==> config.mk <==
export PLATFORM = sky130hd
export DESIGN_NAME = shiftreg_scheduler_flat
export DESIGN_NICKNAME = d
export VERILOG_FILES = /design/src/rtl/shiftreg_scheduler_if.sv /design/src/rtl/shiftreg_scheduler.sv /design/src/flat_wrapper.sv
export SDC_FILE = /design/constraint.sdc
export NUM_CORES = 1
export LEC_CHECK = 0
export CORE_UTILIZATION = 40
export DETAILED_ROUTE_END_ITERATION = 6
export GPL_ROUTABILITY_DRIVEN = 0
export GPL_TIMING_DRIVEN = 0
export PLACE_DENSITY = 0.74
export SLEW_MARGIN = 20
export SYNTH_ARGS = -nofsm -noshare
export SYNTH_HDL_FRONTEND = slang
export SYNTH_SLANG_ARGS = --single-unit
==> constraint.sdc <==
create_clock -name clk -period 2.2 [get_ports clk]
set_input_delay 0.55 -clock clk [delete_from_list [all_inputs] [get_ports clk]]
set_output_delay 0.55 -clock clk [all_outputs]
set_load 0.01 [all_outputs]
==> src/rtl/shiftreg_scheduler_if.sv <==
// Shared serial shift-register bus bundle.
// Host request/ack side plus the chain-facing serial lines.
interface shiftreg_scheduler_if #(
  parameter int N_CHAINS = 2,
  parameter int WIDTH    = 8
);
  logic [N_CHAINS-1:0]       req;
  logic [N_CHAINS-1:0]       ack;
  logic                      busy;
  logic [N_CHAINS*WIDTH-1:0] data_out;
  logic [N_CHAINS*WIDTH-1:0] data_in;
  logic                      ser_out;
  logic                      ser_in;
  logic                      sclk;
  logic [N_CHAINS-1:0]       load;

  modport master (
    output req, data_out, ser_in,
    input  ack, busy, data_in, ser_out, sclk, load
  );

  modport slave (
    input  req, data_out, ser_in,
    output ack, busy, data_in, ser_out, sclk, load
  );
endinterface

==> src/rtl/shiftreg_scheduler.sv <==
// Round-robin scheduler sharing one 595/165-style serial bus
// among several chains, with optional periodic refresh.
module shiftreg_scheduler #(
  parameter int N_CHAINS      = 2,
  parameter int WIDTH         = 8,
  parameter int DIVIDER       = 100,
  parameter int REFRESH_TICKS = 1000
) (
  input logic             clk,
  input logic             rst_n,
  shiftreg_scheduler_if.slave bus
);
  localparam int TW = $clog2(DIVIDER + 1);
  localparam int IW = (N_CHAINS > 1) ? $clog2(N_CHAINS) : 1;

  typedef enum logic [2:0] {
    IDLE, SETUP, HIGH, LOW, LATCH, DONE
  } state_t;

  state_t                    state_q, state_d;
  logic [TW-1:0]             tcnt_q;
  logic [31:0]               rcnt_q, rcnt_d;
  logic [N_CHAINS-1:0]       pend_q, pend_d;
  logic [IW-1:0]             rr_q, rr_d;
  logic [IW-1:0]             gnt_q, gnt_d;
  logic [WIDTH-1:0]          snap_q, snap_d;
  logic [WIDTH-1:0]          shad_q, shad_d;
  logic [7:0]                bit_q, bit_d;
  logic                      so_q, so_d;
  logic                      sclk_q, sclk_d;
  logic [N_CHAINS-1:0]       load_q, load_d;
  logic [N_CHAINS-1:0]       ack_q, ack_d;
  logic                      busy_q, busy_d;
  logic [N_CHAINS*WIDTH-1:0] din_q, din_d;

  logic          tick;
  logic          rfire;
  logic          found;
  logic [IW-1:0] pick;

  assign tick = (tcnt_q == TW'(DIVIDER - 1));

  // first pending chain after the last grant, wrapping around
  always_comb begin
    pick  = '0;
    found = 1'b0;
    for (int j = 0; j < N_CHAINS; j++) begin
      for (int k = 0; k < N_CHAINS; k++) begin
        if (!found && pend_q[k] &&
            k == (int'(rr_q) + 1 + j) % N_CHAINS) begin
          pick  = IW'(k);
          found = 1'b1;
        end
      end
    end
  end

  always_comb begin
    state_d = state_q;
    rcnt_d  = rcnt_q;
    rfire   = 1'b0;
    pend_d  = pend_q;
    rr_d    = rr_q;
    gnt_d   = gnt_q;
    snap_d  = snap_q;
    shad_d  = shad_q;
    bit_d   = bit_q;
    so_d    = so_q;
    sclk_d  = sclk_q;
    load_d  = load_q;
    ack_d   = '0;
    busy_d  = busy_q;
    din_d   = din_q;

    if (REFRESH_TICKS != 0 && tick) begin
      if (rcnt_q == 32'd1) begin
        rfire  = 1'b1;
        rcnt_d = 32'(REFRESH_TICKS);
      end else begin
        rcnt_d = rcnt_q - 32'd1;
      end
    end

    if (tick) begin
      unique case (state_q)
        IDLE: begin
          if (found) begin
            gnt_d  = pick;
            rr_d   = pick;
            bit_d  = '0;
            busy_d = 1'b1;
            for (int k = 0; k < N_CHAINS; k++) begin
              if (IW'(k) == pick) begin
                snap_d    = bus.data_out[k*WIDTH +: WIDTH];
                pend_d[k] = 1'b0;
              end
            end
            state_d = SETUP;
          end
        end
        SETUP: begin
          so_d    = snap_q[WIDTH-1];
          state_d = HIGH;
        end
        HIGH: begin
          sclk_d  = 1'b1;
          shad_d  = (shad_q << 1) | WIDTH'(bus.ser_in);
          state_d = LOW;
        end
        LOW: begin
          sclk_d = 1'b0;
          snap_d = snap_q << 1;
          if (bit_q == 8'(WIDTH - 1)) begin
            state_d = LATCH;
          end else begin
            bit_d   = bit_q + 8'd1;
            state_d = SETUP;
          end
        end
        LATCH: begin
          for (int k = 0; k < N_CHAINS; k++) begin
            if (IW'(k) == gnt_q) load_d[k] = 1'b0;
          end
          state_d = DONE;
        end
        DONE: begin
          load_d = '1;
          so_d   = 1'b0;
          busy_d = 1'b0;
          for (int k = 0; k < N_CHAINS; k++) begin
            if (IW'(k) == gnt_q) begin
              din_d[k*WIDTH +: WIDTH] = shad_q;
              ack_d[k]                = 1'b1;
            end
          end
          state_d = IDLE;
        end
        default: state_d = IDLE;
      endcase
    end

    // a request arriving on the grant clk survives the clear
    pend_d = pend_d | bus.req | {N_CHAINS{rfire}};
  end

  always_ff @(posedge clk or negedge rst_n) begin
    if (!rst_n) begin
      state_q <= IDLE;
      tcnt_q  <= '0;
      rcnt_q  <= 32'(REFRESH_TICKS);
      pend_q  <= '0;
      rr_q    <= IW'(N_CHAINS - 1);
      gnt_q   <= '0;
      snap_q  <= '0;
      shad_q  <= '0;
      bit_q   <= '0;
      so_q    <= 1'b0;
      sclk_q  <= 1'b0;
      load_q  <= '1;
      ack_q   <= '0;
      busy_q  <= 1'b0;
      din_q   <= '0;
    end else begin
      state_q <= state_d;
      tcnt_q  <= tick ? '0 : tcnt_q + TW'(1);
      rcnt_q  <= rcnt_d;
      pend_q  <= pend_d;
      rr_q    <= rr_d;
      gnt_q   <= gnt_d;
      snap_q  <= snap_d;
      shad_q  <= shad_d;
      bit_q   <= bit_d;
      so_q    <= so_d;
      sclk_q  <= sclk_d;
      load_q  <= load_d;
      ack_q   <= ack_d;
      busy_q  <= busy_d;
      din_q   <= din_d;
    end
  end

  assign bus.ack     = ack_q;
  assign bus.busy    = busy_q;
  assign bus.data_in = din_q;
  assign bus.ser_out = so_q;
  assign bus.sclk    = sclk_q;
  assign bus.load    = load_q;
endmodule
==> src/flat_wrapper.sv <==
// flat-port wrapper written by rule: the top's interface ports become plain ports
module shiftreg_scheduler_flat 
#(
  parameter int N_CHAINS      = 2,
  parameter int WIDTH         = 8,
  parameter int DIVIDER       = 100,
  parameter int REFRESH_TICKS = 1000
)
  (clk, rst_n, bus_req, bus_data_out, bus_ser_in, bus_ack, bus_busy, bus_data_in, bus_ser_out, bus_sclk, bus_load);
  shiftreg_scheduler_if #(.N_CHAINS(N_CHAINS), .WIDTH(WIDTH)) bus_i ();
  input logic clk;
  input logic rst_n;
  input wire logic [$bits(bus_i.req)-1:0] bus_req;
  input wire logic [$bits(bus_i.data_out)-1:0] bus_data_out;
  input wire logic [$bits(bus_i.ser_in)-1:0] bus_ser_in;
  output wire logic [$bits(bus_i.ack)-1:0] bus_ack;
  output wire logic [$bits(bus_i.busy)-1:0] bus_busy;
  output wire logic [$bits(bus_i.data_in)-1:0] bus_data_in;
  output wire logic [$bits(bus_i.ser_out)-1:0] bus_ser_out;
  output wire logic [$bits(bus_i.sclk)-1:0] bus_sclk;
  output wire logic [$bits(bus_i.load)-1:0] bus_load;
  assign bus_i.req = bus_req;
  assign bus_i.data_out = bus_data_out;
  assign bus_i.ser_in = bus_ser_in;
  assign bus_ack = bus_i.ack;
  assign bus_busy = bus_i.busy;
  assign bus_data_in = bus_i.data_in;
  assign bus_ser_out = bus_i.ser_out;
  assign bus_sclk = bus_i.sclk;
  assign bus_load = bus_i.load;
  shiftreg_scheduler #(.N_CHAINS(N_CHAINS), .WIDTH(WIDTH), .DIVIDER(DIVIDER), .REFRESH_TICKS(REFRESH_TICKS)) u_core (.clk(clk), .rst_n(rst_n), .bus(bus_i));
endmodule
==> results.yml, run 1 <==
outcome:
  run_status: "finished, violations left"
  failed_checks: "negative setup slack"
timing:
  fin_ws_ns: -0.170
  total_of_endpoints_with_negative_setup_slack_in_the_final_report: 33
  max-slew-margin-rel_pct: 47.3
  hold_viol_final: 0
  skew_ns: 0.0105
  rsz0062_at_grt: "true"
  final.period_utilization_pct: 108
  maxSlewViolCount: 0
  achievable-frequency_ghz: 0.422
  finalCriticalPeriod_ns: 2.37
  tightestPinTransition_ns: 0.791
drt:
  detail_route.first_pass.iterations: 4
  final_antenna_net_count: 0
  via_count: 3429
  viasPerCell: 5.40
  drc_errors: 0
  detail_route.wirelength_microns: 9760
  drt_first_iter_violations: 167
  wl_per_cell_microns: 15.4
critical_path:
  crit_type: "flip-flop to flip-flop"
  worst-endpoint-arrival_ns: 2.67
  endpoint_kind: "flip-flop"
  critical_path_peak_fanout: 5
  timing.critical_path.from_type: "flip-flop"
  critPathRequiredTime_ns: 2.50
yosys:
  synth_sequential_area_ratio_pct: 53.1
  yosys_most_used_dff: "sky130_fd_sc_hd__dfrtp_1"
  ys_warn_count: 0
  syn-cell-area_sq_um: 4410
  synth_enable_flop_cells: 0
  yosysUniqueCellTypes: 47
  synthArstFlopShare_pct: 100
  synthesis.instances: 426
  synth_seq_cells: 93
  synthesis.nets: 451
  post_synth.cell_area_avg_sq_um: 10.3
cts:
  worstSkewPairLatency_ns: 0.37
  max-clock-path-buffers: 2
  cts.clk_slew.worst_paths_ns: 0.09
  cts_htree_levels: 3
  numClockSinks: 93
  cts_tree: "built"
  clock_buffer_count_from_cts: 9
  cts_root_buffer: "sky130_fd_sc_hd__clkbuf_8"
grt:
  grt_overflow_total: 0
  grt_max_degree: 51
  global_route.usage.total_pct: 17.3
  first_pass_grt_wire_length_microns: 15500
  vias_in_the_first_global_route: 3298
  antenna_violations_before_repair: 0
cells_and_area:
  num_antenna_cells: 0
  fin_nets: 519
  share_of_layout_cells_above_drive_strength_1_pct: 26.5
  post-route-util_pct: 55.6
  post-route-cell-area_sq_um: 5840
  flow.area_growth_from_synthesis_pct: 32.5
floorplanning:
  die_w_microns: 107
  die_area_sq_um: 11400
  floorplan.core_area_sq_um: 10500
  initial_core_util_pct: 41.9
  rows: 37
  floorplan.io_pins: 44
  die_y_microns: 107
flow_run:
  maxCapViolations: 0
power:
  total_power_uw: 3070
  power.ir.vdd_worst_mv: 0.357
  power_per_cell_area_nw_per_um2: 527
  p_leak_uw: 0.00260
place:
  place_area_sq_um: 5050
  dp_hpwl_microns: 6150
  port-buffer-count: 43
hold_path:
  holdCritPathClass: "input pin to async pin"
through the flow:
step,setup WS (ns),std cells,hold WS (ns),TNS [ns]
2_1_floorplan,-0.110,426,0.254,-1.46
3_3_place_gp,-2.76,605,0.449,-262.52
3_5_place_dp,-0.437,606,0.458,-18.11
4_1_cts,-0.0918,625,0.0995,-0.429
5_1_grt,-0.203,635,0.107,-4.93
6_report,-0.170,635,0.0845,-3.41
synth_stat cells, types with 2 or more instances:
library cell	instances	share of area [%]
sky130_fd_sc_hd__and2_1	3	0.43
sky130_fd_sc_hd__or2_2	6	0.85
sky130_fd_sc_hd__nor4_1	20	2.8
sky130_fd_sc_hd__dfrtp_1	84	48
sky130_fd_sc_hd__a211o_1	3	0.60
sky130_fd_sc_hd__buf_2	5	0.57
sky130_fd_sc_hd__nand3b_1	2	0.34
sky130_fd_sc_hd__nand4_1	4	0.57
sky130_fd_sc_hd__o21ai_0	25	2.8
sky130_fd_sc_hd__a21oi_1	17	1.9
sky130_fd_sc_hd__nand2b_1	5	0.71
sky130_fd_sc_hd__o31ai_1	3	0.51
sky130_fd_sc_hd__nand2_1	36	3.1
sky130_fd_sc_hd__a31oi_1	2	0.28
sky130_fd_sc_hd__or4_1	6	1.0
sky130_fd_sc_hd__xnor2_1	29	5.8
sky130_fd_sc_hd__inv_1	11	0.94
sky130_fd_sc_hd__dfstp_2	9	5.4
sky130_fd_sc_hd__mux2i_1	8	1.8
sky130_fd_sc_hd__ha_1	4	1.1
sky130_fd_sc_hd__clkbuf_1	13	1.1
sky130_fd_sc_hd__or3_1	10	1.4
sky130_fd_sc_hd__nand3_1	7	0.79
sky130_fd_sc_hd__o21a_1	4	0.68
sky130_fd_sc_hd__mux2_2	25	6.4
sky130_fd_sc_hd__and3_1	5	0.71
sky130_fd_sc_hd__nor3_1	14	1.6
sky130_fd_sc_hd__a21boi_0	2	0.34
sky130_fd_sc_hd__nor2_1	46	3.9
worst paths after layout:
kind | startpoint | endpoint | slack, ns | depth (start not counted)
max | u_core.rcnt_q[13]$_DFFE_PN0P_ | u_core.rcnt_q[31]$_DFFE_PN0P_ | -0.17 | 5
min | rst_n | u_core.rcnt_q[18]$_DFFE_PN0P_ | 0.08 | 1
max reg2reg | u_core.rcnt_q[13]$_DFFE_PN0P_ | u_core.rcnt_q[31]$_DFFE_PN0P_ | -0.17 | 5
min reg2reg | u_core.bus.ser_out$_DFFE_PN0P_ | u_core.bus.ser_out$_DFFE_PN0P_ | 0.49 | 2
max in group asynchronous | rst_n | u_core.bus.load[0]$_DFFE_PN1P_ | 1.47 | 2
min in group clk | u_core.bus.ser_out$_DFFE_PN0P_ | u_core.bus.ser_out$_DFFE_PN0P_ | 0.49 | 2
worst max-delay path, stage by stage, from the launching register on:
cell	delay, ns
sky130_fd_sc_hd__dfrtp_1	0.41
sky130_fd_sc_hd__or4_4	0.52
sky130_fd_sc_hd__or4_4	0.48
sky130_fd_sc_hd__or3_1	0.41
sky130_fd_sc_hd__or3_4	0.35
sky130_fd_sc_hd__a21oi_2	0.13
power breakdown:
part	switching, uW	internal [uW]	total [uW]
Clock	607	676	1280
Sequential	0.000000000000104	1710	1710
Combinational	41.8	41.5	83.3
metal layers:
layer | vias to the layer above | wire length, microns | global-route usage (%)
met5 | - | 0 | 0
met4 | 0 | 134 | 6.36
met3 | 12 | 530 | 5.05
met2 | 78 | 4720 | 27.5
met1 | 1705 | 4370 | 22.3
li1 | 1634 | - | -
flip-flops by register name, indices dropped and copies added (netlist names), 2 cells and up:
register / count
u_core.bit_q: 8
u_core.bus.ack: 2
u_core.snap_q: 8
u_core.bus.load: 2
u_core.state_q: 3
u_core.rcnt_q: 32
u_core.bus.data_in: 16
u_core.shad_q: 8
u_core.pend_q: 2
u_core.tcnt_q: 7
repair_timing:
item	in CTS	in global routing
pin swaps	4	12
buffers inserted	6	8
endpoints found under the hold margin	0	0
setup endpoints to repair	65	56
gates resized for setup	39	46
gates cloned	0	3
hold buffers	0	0
area by class of cell:
cell class | instances | area, sq um
plain buffers | 15 | 111
clock buffers | 11 | 141
clock inverters | 5 | 82.6
fillers | 830 | 4670
inverters | 11 | 41.3
multi-input cells | 303 | 2280
flip-flops and latches | 93 | 2340
well taps | 136 | 170
repair buffers | 61 | 672
cell usage in the layout (no fill, tap or decap), drive strengths merged, types with 3 or more instances in the layout:
| cell | Yosys | routed |
|---|---|---|
| a211o | 3 | 3 |
| a21oi | 17 | 17 |
| and2 | 3 | 3 |
| and3 | 5 | 5 |
| buf | 6 | 22 |
| clkbuf | 13 | 23 |
| clkdlybuf4s50 | 0 | 42 |
| dfrtp | 84 | 84 |
| dfstp | 9 | 9 |
| ha | 4 | 4 |
| inv | 11 | 12 |
| mux2 | 25 | 25 |
| mux2i | 8 | 8 |
| nand2 | 36 | 36 |
| nand2b | 5 | 5 |
| nand3 | 7 | 7 |
| nand4 | 4 | 4 |
| nor2 | 46 | 46 |
| nor3 | 15 | 15 |
| nor4 | 20 | 20 |
| o21a | 4 | 4 |
| o21ai | 25 | 25 |
| o31ai | 3 | 3 |
| or2 | 6 | 6 |
| or3 | 10 | 10 |
| or4 | 7 | 7 |
| xnor2 | 29 | 29 |
kinds of logic (layout without fill, tap and decap cells):
family | count (synthesis) | in the layout | synth area share [%]
flops | 93 | 93 | 53.1
mux | 33 | 33 | 8.21
xor+xnor | 30 | 30 | 5.96
compound gates | 61 | 61 | 8.32
simple gates | 175 | 175 | 20.6
buf+inv | 30 | 103 | 2.70
fa+ha+maj | 4 | 4 | 1.14
No activity file was read; power rests on OpenSTA's default activity.
==> run 2, diff against run 1 <==
- PLACE_DENSITY: 0.74 -> 0.63
==> results.yml, run 2 (synthesis gave the netlist of run 1 again) <==
place:
  place_area_sq_um: 5050
  place.detailed.instances: 606
  dp_hpwl_microns: 6260
  port-buffer-count: 43
timing:
  skew_ns: 0.0141
  fin_ws_ns: -0.100
  rsz0062_at_grt: "true"
  maxSlewViolCount: 0
  max-slew-margin-rel_pct: 57.2
  finalCriticalPeriod_ns: 2.30
  tightestPinTransition_ns: 0.641
  hold_viol_final: 0
  achievable-frequency_ghz: 0.435
  total_of_endpoints_with_negative_setup_slack_in_the_final_report: 24
  holdWs_ns: 0.0490
  final.period_utilization_pct: 105
cells_and_area:
  regMostFlops: "u_core.rcnt_q"
  post-route-cell-area_sq_um: 5930
  sequential_cell_area_sq_um: 2340
  final_cell_mix: "84 x sky130_fd_sc_hd__dfrtp_1, 42 x sky130_fd_sc_hd__clkdlybuf4s50_1, 35 x sky130_fd_sc_hd__nand2_1"
  num_antenna_cells: 0
  fillers: 855
  flow.area_growth_from_synthesis_pct: 34.5
  largest_register_ff_count: 32
  share_of_layout_cells_above_drive_strength_1_pct: 30.1
  multiInputGateArea_sq_um: 2400
  final_cells: 638
  layout_commonest_cell: "sky130_fd_sc_hd__dfrtp_1"
  fin_nets: 522
cts:
  cts_root_buffer: "sky130_fd_sc_hd__clkbuf_8"
  clock_buffer_count_from_cts: 9
  numClockSinks: 93
  cts_tree: "built"
  worstSkewPairLatency_ns: 0.36
  max-clock-path-buffers: 2
  cts.clk_slew.worst_paths_ns: 0.09
  cts_htree_levels: 3
grt:
  global_route.usage.total_pct: 18.0
  vias_in_the_first_global_route: 3407
  grt_max_degree: 68
  grt_overflow_total: 0
  first_pass_grt_wire_length_microns: 16300
  antenna_violations_before_repair: 0
drt:
  drc_errors: 0
  route.met2.wl_microns: 4480
  detailed_route_wirelength_on_metal3_microns: 488
  final_antenna_net_count: 0
  via_count: 3400
  drt_first_iter_violations: 130
  wl_per_cell_microns: 15.2
  drt-met1-wl_microns: 4630
  detail_route.first_pass.iterations: 4
  top_signal_layer_used: "met4"
  detail_route.wirelength_microns: 9710
  viasPerCell: 5.33
power:
  power_per_cell_area_nw_per_um2: 484
  comb_power_share_pct: 2.9
  share_seq_of_total_power_pct: 59.5
  p_clk_share_pct: 37.6
  total_power_uw: 2870
  p_leak_uw: 0.00261
  intPower_uw: 2250
  power.ir.vdd_worst_mv: 0.410
  switching_power_uw: 617
  switching_share_pct: 21.5
outcome:
  failed_checks: "negative setup slack"
  run_status: "finished, violations left"
critical_path:
  timing.critical_path.from_type: "flip-flop"
  destination_of_the_worst_register_to_register_timing_path: "u_core.rcnt_q[31]$_DFFE_PN0P_"
  rr_startpoint: "u_core.rcnt_q[13]$_DFFE_PN0P_"
  critPathRequiredTime_ns: 2.50
  crit_type: "flip-flop to flip-flop"
  worst-endpoint-arrival_ns: 2.60
  critical_path_peak_fanout: 5
  endpoint_kind: "flip-flop"
  r2r_cells: 5
  setup.reg_to_reg.worst_slack_ns: -0.10
floorplanning:
  die_w_microns: 107
  initial_core_util_pct: 41.9
  floorplan.core_area_sq_um: 10500
  rows: 37
  floorplan.io_pins: 44
  die_y_microns: 107
  die_area_sq_um: 11400
hold_path:
  holdCritPathClass: "input pin to async pin"
flow_run:
  maxCapViolations: 0
==> run 2: through the flow <==
step	setup TNS, ns	utilization, %	setup WS, ns
floorplan	-1.46	-	-0.110
global placement	-275.86	47.8	-2.90
detailed placement	-17.88	48.1	-0.454
CTS	-2.67	52.6	-0.165
global route	-3.45	56.4	-0.164
finish	-1.29	56.4	-0.100
==> run 2: timing repair <==
action	CTS	global route
buffers inserted	8	12
gates cloned	0	2
setup endpoints to repair	68	77
pin swaps	9	22
hold buffers	0	0
resized for setup	46	66
==> run 2: worst max-delay path, cell delays in order, from the launching register on <==
cell                      delay [ns]
sky130_fd_sc_hd__dfrtp_1        0.40
sky130_fd_sc_hd__or4_4          0.56
sky130_fd_sc_hd__or4_4          0.49
sky130_fd_sc_hd__or3_4          0.35
sky130_fd_sc_hd__or3_1          0.33
sky130_fd_sc_hd__a21oi_2        0.12
==> run 2: worst max path at each step <==
stage / from / to / slack, ns / depth (start not counted)
final: u_core.rcnt_q[13]$_DFFE_PN0P_ / u_core.rcnt_q[31]$_DFFE_PN0P_ / -0.10 / 5
after global routing: u_core.rcnt_q[24]$_DFFE_PN0P_ / u_core.rcnt_q[20]$_DFFE_PN0P_ / -0.16 / 7
after CTS: u_core.rcnt_q[12]$_DFFE_PN0P_ / u_core.rcnt_q[31]$_DFFE_PN0P_ / -0.17 / 5
after detailed placement: u_core.tcnt_q[0]$_DFF_PN0_ / u_core.bus.data_in[15]$_DFFE_PN0P_ / -0.45 / 6
after global placement: rst_n / u_core.snap_q[6]$_DFFE_PN0P_ / -2.90 / 1
after floorplan: u_core.rcnt_q[13]$_DFFE_PN0P_ / u_core.rcnt_q[31]$_DFFE_PN0P_ / -0.11 / 6
==> run 2: cell type report <==
type	instances	area share [%]
Clock inverter	3	0.317
Buffer	14	1.75
Sequential cell	93	39.5
Clock buffer	13	2.85
Timing Repair Buffer	65	11.5
Inverter	11	0.697
Multi-Input combinational cell	303	40.5
Tap cell	136	2.87
==> run 2: routing by layer <==
layer,track usage [%],vias up
li1,-,1644
met3,5.17,12
met1,24.1,1687
met2,28.1,57
met5,0,-
met4,5.87,0
==> run 2: power groups by stage <==
stage	sequential, uW	combinational [uW]	clock, uW
floorplan	1740	9.36	0
global placement	1740	79.9	0
detailed placement	1740	86.9	0
CTS	1710	87.3	1120
global route	1710	95.6	1190
finish	1710	83.4	1080
